<file path="src/rtl/led_pattern_ctrl_pkg.sv">
// Shared constants for the LED sequencer: mode codes, debounce states, start patterns.
package led_pattern_ctrl_pkg;
    localparam int LED_W     = 8;
    localparam int NUM_MODES = 5;

    localparam logic [2:0] MODE_BOUNCE = 3'd0;
    localparam logic [2:0] MODE_ROT_R  = 3'd1;
    localparam logic [2:0] MODE_ROT_L  = 3'd2;
    localparam logic [2:0] MODE_FILL   = 3'd3;
    localparam logic [2:0] MODE_BLINK  = 3'd4;

    typedef enum logic [1:0] {
        DEB_IDLE, DEB_PRESS_WAIT, DEB_HELD, DEB_RELEASE_WAIT
    } debStateT;

    typedef enum logic {DIR_RIGHT, DIR_LEFT} dirT;

    function automatic logic [LED_W-1:0] modeStart(input logic [2:0] m);
        case (m)
            MODE_ROT_L:            modeStart = 8'h01;
            MODE_FILL, MODE_BLINK: modeStart = 8'h00;
            default:               modeStart = 8'h80;
        endcase
    endfunction
endpackage

</file>
<file path="src/rtl/btn_debounce.sv">
// Mode-button synchroniser and debounce FSM; one press pulse per accepted press.
module btn_debounce
    import led_pattern_ctrl_pkg::*;
#(
    parameter int DEB_CNT  = 65536,
    parameter int SYNC_STG = 2
) (
    input  logic iCLK,
    input  logic rstN,
    input  logic iMODE_BTN,
    output logic press
);
    localparam int CW = $clog2(DEB_CNT + 1);

    logic [SYNC_STG-1:0] btnSync;
    logic                btnS;
    logic [CW-1:0]       cnt;
    logic                stable;
    debStateT            state, stateNxt;

    assign btnS   = btnSync[SYNC_STG-1];
    assign stable = (cnt == CW'(DEB_CNT - 1));

    always_ff @(posedge iCLK or negedge rstN) begin
        if (!rstN) begin
            btnSync <= '0;
            state   <= DEB_IDLE;
            cnt     <= '0;
        end else begin
            btnSync <= (btnSync << 1) | SYNC_STG'(iMODE_BTN);
            state   <= stateNxt;
            if (stateNxt != state) cnt <= '0;
            else if (state == DEB_PRESS_WAIT || state == DEB_RELEASE_WAIT) cnt <= cnt + 1'b1;
        end
    end

    always_comb begin
        stateNxt = state;
        case (state)
            DEB_IDLE:         if (btnS) stateNxt = DEB_PRESS_WAIT;
            DEB_PRESS_WAIT:   if (!btnS) stateNxt = DEB_IDLE;
                              else if (stable) stateNxt = DEB_HELD;
            DEB_HELD:         if (!btnS) stateNxt = DEB_RELEASE_WAIT;
            DEB_RELEASE_WAIT: if (btnS) stateNxt = DEB_HELD;
                              else if (stable) stateNxt = DEB_IDLE;
            default:          stateNxt = DEB_IDLE;
        endcase
    end

    always_comb begin
        press = (state == DEB_PRESS_WAIT) && btnS && stable;
    end
endmodule

</file>
<file path="src/rtl/led_tick_gen.sv">
// Step-rate prescaler: period BASE_DIV >> iSPEED, frozen by the synchronised pause switch.
module led_tick_gen #(
    parameter int BASE_DIV = 524288,
    parameter int SYNC_STG = 2
) (
    input  logic       iCLK,
    input  logic       rstN,
    input  logic       iPAUSE,
    input  logic [1:0] iSPEED,
    input  logic       clr,
    output logic       tick
);
    localparam int CW = $clog2(BASE_DIV);

    logic [SYNC_STG-1:0] pauseSync;
    logic                pauseS;
    logic [CW-1:0]       cnt;
    logic [CW-1:0]       lim;

    assign pauseS = pauseSync[SYNC_STG-1];
    assign lim    = CW'((BASE_DIV >> iSPEED) - 1);
    // >= rather than == so a speed-up past the current count wraps at once
    assign tick   = !pauseS && (cnt >= lim);

    always_ff @(posedge iCLK or negedge rstN) begin
        if (!rstN) begin
            pauseSync <= '0;
            cnt       <= '0;
        end else begin
            pauseSync <= (pauseSync << 1) | SYNC_STG'(iPAUSE);
            if (clr || tick) cnt <= '0;
            else if (!pauseS) cnt <= cnt + 1'b1;
        end
    end
endmodule

</file>
<file path="src/rtl/led_pattern_ctrl.sv">
// 8-LED pattern sequencer: mode register, pattern stepping and bounce direction.
module led_pattern_ctrl
    import led_pattern_ctrl_pkg::*;
#(
    parameter int BASE_DIV = 524288,
    parameter int DEB_CNT  = 65536,
    parameter int SYNC_STG = 2
) (
    input  logic             iCLK,
    input  logic             iRST_N,
    input  logic             iMODE_BTN,
    input  logic             iPAUSE,
    input  logic [1:0]       iSPEED,
    output logic [LED_W-1:0] oLED,
    output logic [2:0]       oMODE,
    output logic             oTICK
);
    logic [1:0]       rstPipe;
    logic             rstN;
    logic             tickRaw;
    logic             press;
    logic [LED_W-1:0] led, stepLed;
    logic [2:0]       mode, nextMode;
    dirT              dir, stepDir;

    // Reset asserts asynchronously but releases on a clock edge
    always_ff @(posedge iCLK or negedge iRST_N) begin
        if (!iRST_N) rstPipe <= '0;
        else         rstPipe <= {rstPipe[0], 1'b1};
    end
    assign rstN = rstPipe[1];

    led_tick_gen #(.BASE_DIV(BASE_DIV), .SYNC_STG(SYNC_STG)) uTick (
        .iCLK(iCLK), .rstN(rstN), .iPAUSE(iPAUSE), .iSPEED(iSPEED),
        .clr(press), .tick(tickRaw)
    );

    btn_debounce #(.DEB_CNT(DEB_CNT), .SYNC_STG(SYNC_STG)) uDeb (
        .iCLK(iCLK), .rstN(rstN), .iMODE_BTN(iMODE_BTN), .press(press)
    );

    assign nextMode = (mode >= 3'(NUM_MODES - 1)) ? MODE_BOUNCE : mode + 3'd1;

    always_comb begin
        stepLed = led;
        stepDir = dir;
        case (mode)
            MODE_BOUNCE:
                if (dir == DIR_LEFT) begin
                    if (led == 8'h80) begin stepLed = 8'h40; stepDir = DIR_RIGHT; end
                    else stepLed = led << 1;
                end else begin
                    if (led == 8'h01) begin stepLed = 8'h02; stepDir = DIR_LEFT; end
                    else stepLed = led >> 1;
                end
            MODE_ROT_R: stepLed = {led[0], led[LED_W-1:1]};
            MODE_ROT_L: stepLed = {led[LED_W-2:0], led[LED_W-1]};
            MODE_FILL:  stepLed = (led == 8'hFF) ? 8'h00 : {led[LED_W-2:0], 1'b1};
            MODE_BLINK: stepLed = ~led;
            default:    ;
        endcase
    end

    // Mode change outranks a coinciding tick; an upset mode code recovers to bounce
    always_ff @(posedge iCLK or negedge rstN) begin
        if (!rstN) begin
            mode <= MODE_BOUNCE;
            led  <= 8'h80;
            dir  <= DIR_RIGHT;
        end else if (mode > MODE_BLINK) begin
            mode <= MODE_BOUNCE;
            led  <= 8'h80;
            dir  <= DIR_RIGHT;
        end else if (press) begin
            mode <= nextMode;
            led  <= modeStart(nextMode);
            dir  <= DIR_RIGHT;
        end else if (tickRaw) begin
            led  <= stepLed;
            dir  <= stepDir;
        end
    end

    assign oLED  = led;
    assign oMODE = mode;
    assign oTICK = tickRaw && !press && rstN;
endmodule
</file>
<file path="config.mk">
export PLATFORM = sky130hd
export DESIGN_NAME = led_pattern_ctrl
export DESIGN_NICKNAME = d
export VERILOG_FILES = /design/src/rtl/led_pattern_ctrl_pkg.sv /design/src/rtl/btn_debounce.sv /design/src/rtl/led_tick_gen.sv /design/src/rtl/led_pattern_ctrl.sv
export SDC_FILE = /design/constraint.sdc
export NUM_CORES = 1
export LEC_CHECK = 0
export BUFFER_PORTS_ARGS = -buffer_cell sky130_fd_sc_hd__buf_2
export CAP_MARGIN = 20
export CORE_MARGIN = 3
export CORE_UTILIZATION = 35
export CTS_BUF_LIST = sky130_fd_sc_hd__clkbuf_4 sky130_fd_sc_hd__clkbuf_8
export DETAILED_ROUTE_END_ITERATION = 8
export SETUP_SLACK_MARGIN = 0.3
export SLEW_MARGIN = 20
export SYNTH_ARGS = -nofsm -noshare
export SYNTH_HDL_FRONTEND = slang
export SYNTH_HIERARCHICAL = 1
export SYNTH_SLANG_ARGS = --single-unit
</file>
<file path="constraint.sdc">
create_clock -name iCLK -period 2.59 [get_ports iCLK]
set_clock_uncertainty 0.2 [all_clocks]
set_input_delay 0.1295 -clock iCLK [delete_from_list [all_inputs] [get_ports iCLK]]
set_output_delay 0.1295 -clock iCLK [all_outputs]
set_load 0.01 [all_outputs]
</file>
==> impl_metrics.tcl <==
set metrics [dict create \
    numPortBuffers 17 \
    ir_drop_uv 374 \
    ys_top_cells_by_area "dfrtp_1 (41%), ha_1 (4.1%), xnor2_1 (3.7%), nand2_1 (3.4%), o21ai_0 (3.3%)" \
    drc 0 \
    dr_total_vias 2910 \
    cp-start-kind "flip-flop" \
    multi_input_area_um2 2070 \
    die_y_um 104 \
    powerDensity_nw_per_um2 449 \
    stdcell_count 546 \
    async_reset_ff_frac 1.00 \
    numCtsBuffers 5 \
    fin_nets 433 \
    syn-num-nets 373 \
    critPathKind "flip-flop to flip-flop" \
    layout_commonest_cell "dfrtp_1" \
    path_clk_slew_ns 0.10 \
    cap_viol_max_count 0 \
    use_met3 0.0218 \
    start_util 0.360 \
    synth_cell_types 66 \
    hold_violations 0 \
    ff_latch_area_um2 1400 \
    core-area_um2 9280 \
    detail-route-antenna-nets 0 \
    chipWidth_um 104 \
    die-area_um2 10800 \
    r2r-start "uDeb/cnt[0]" \
    setup_viol 0 \
    ios 18 \
    synth_seq_cells 56 \
    yosysTopAreaCell "dfrtp_1" \
    routed_wl_mm 7.76 \
    tightestPinTransition_ns 0.675 \
    crit_path_start "uDeb/cnt[0]" \
    synth_area_um2 3340 \
    worstSetupEndpointType "flip-flop" \
    hold_ws_ns 0.154 \
    hp-start "rstPipe[0]" \
    final_util 0.465 \
    cts_tree "built" \
    mostFrequentLayoutCells "dfrtp_1 (54), buf_4 (39), nand2_1 (25)" \
    areaGrowthSynthToFinish_pct 29.1 \
    synth_warnings 6 \
    grt-busiest-layer "met2" \
    finalPower_mw 1.94 \
    grt_first_pass_wirelength_mm 13.3 \
    clock-sinks 56 \
    n_antenna_cell 0 \
    synthFlopType "dfrtp_1" \
    max-slew-margin-rel 0.550 \
    cts-root-buf "clkbuf_8" \
    grt.total_usage 0.146 \
    wl_per_cell_um 14.2 \
    synth_top_area_share 0.412 \
    rsz0062_at_grt "true" \
    required_ns 2.59 \
    period_share 0.965 \
    fin_crit_ns 2.50 \
    gp_congestion 0.794 \
    leakage_nw 1.76 \
    vias_per_cell 5.33 \
    overflow 0 \
    post-place-cells 514 \
    htreeDepth 2 \
    status "finished clean" \
    crit_path_max_fanout 5 \
    avgSynthCellArea_um2 9.39 \
    first_pass_iters 6 \
    hp-class "flip-flop to flip-flop" \
    maxSlewViolCount 0 \
    dp_hpwl_mm 5.21 \
    antenna_found_initial 0 \
    r2r_slack_ns 0.09 \
    synth_cells 356 \
    crit_arrival_ns 2.50 \
    clock_latency_ns 0.31 \
    fmax_ghz 0.400 \
    ys_seq_area_frac 0.419 \
    cts.path.max_buffers 2 \
    fillers 913 \
    rows 35 \
    grt_max_degree 55 \
    use_met2 0.246 \
    drtIter0Drc 213 \
    drive_above_1_share 0.353 \
    synth_edf_count 0 \
    use_met1 0.191 \
    grt_pass1_vias 2835 \
]
==> per-layer routing <==
layer  share of wire  up-vias
met2            0.50       49
met3           0.028        7
met1            0.46     1436
li1                -     1418
met4           0.012        0
met5               0        -
==> sequential cells by signal (all words and copies together), names as in the netlist <==
| name | flops |
|---|---|
| uTick/cnt | 19 |
| uDeb/cnt | 17 |
| oLED | 8 |
| oMODE | 3 |
| rstPipe | 2 |
| uDeb/btnSync | 2 |
| uDeb/state | 2 |
| uTick/pauseSync | 2 |
| dir | 1 |
==> timing repair <==
action                                  in CTS  in global routing
pin swaps                                   19                 18
gates cloned                                 1                  0
hold endpoints to repair                     4                  0
buffers inserted                            13                  6
resized for setup                           24                 39
endpoints found under the setup margin      31                 32
hold buffers                                 4                  0
==> power breakdown <==
group | internal, mW | total, mW | switching, mW
clock | 0.287 | 0.577 | 0.291
sequential | 0.933 | 1.01 | 0.0811
combinational | 0.177 | 0.346 | 0.168
==> metrics by stage <==
step	TNS (ns)	cell area [µm²]	setup slack, ns
finish	0	4320	0.0907
global route	-0.149	4320	-0.0401
CTS	0	4120	0.0940
detailed placement	-0.00965	3800	-0.00965
global placement	0	3800	0.0773
floorplan	0	3460	0.0381
==> worst paths after layout <==
check / to / cells after the start
min: rstPipe[1] / 0
max in group asynchronous: oLED[0] / 1
min in group asynchronous: uDeb/cnt[4] / 1
min reg2reg: rstPipe[1] / 0
max reg2reg: oLED[4] / 13
max: oLED[4] / 13
==> area by class of cell <==
cell class              count  area share
multi-input cells         271       0.479
flip-flops and latches     56       0.325
repair buffers             69       0.122
well taps                 129      0.0374
clock buffers               5      0.0159
inverters                  13      0.0113
clock inverters             3     0.00985
==> cell usage after synthesis, types with 3 or more instances <==
cell	instances
or3_1	3
nand4_1	8
buf_2	5
a21oi_1	19
mux2i_1	3
or4_4	4
nand3_1	13
and2_1	3
dfrtp_1	55
nor4_1	3
inv_1	12
nor3_1	9
nand2_1	30
o2111ai_1	3
nor2_1	29
o21ai_0	22
nand3b_1	7
nor2b_1	7
ha_1	11
xor2_1	8
or3_2	3
mux2_2	6
or4_1	5
o211ai_1	8
nand2b_1	3
clkbuf_1	9
xnor2_1	14
o31ai_1	10
==> critical path, stage by stage (launching register included) <==
cell      delay [ns]
dfrtp_1         0.37
ha_2            0.18
and2_4          0.14
nand2_2         0.05
nor3_2          0.18
ha_2            0.22
nand2_2         0.08
nor3b_4         0.27
nand2b_4        0.19
o32ai_4         0.11
buf_4           0.16
buf_6           0.12
nand2_1         0.05
o21ai_1         0.06
==> kinds of logic after synthesis <==
family / share of synthesized area
simple gates: 0.238
compound gates: 0.172
flops: 0.419
buf+inv: 0.0367
xor+xnor: 0.0625
fa+ha+maj: 0.0412
mux: 0.0292
other cells: 0.00112
Power figures use the tool's default switching activity.
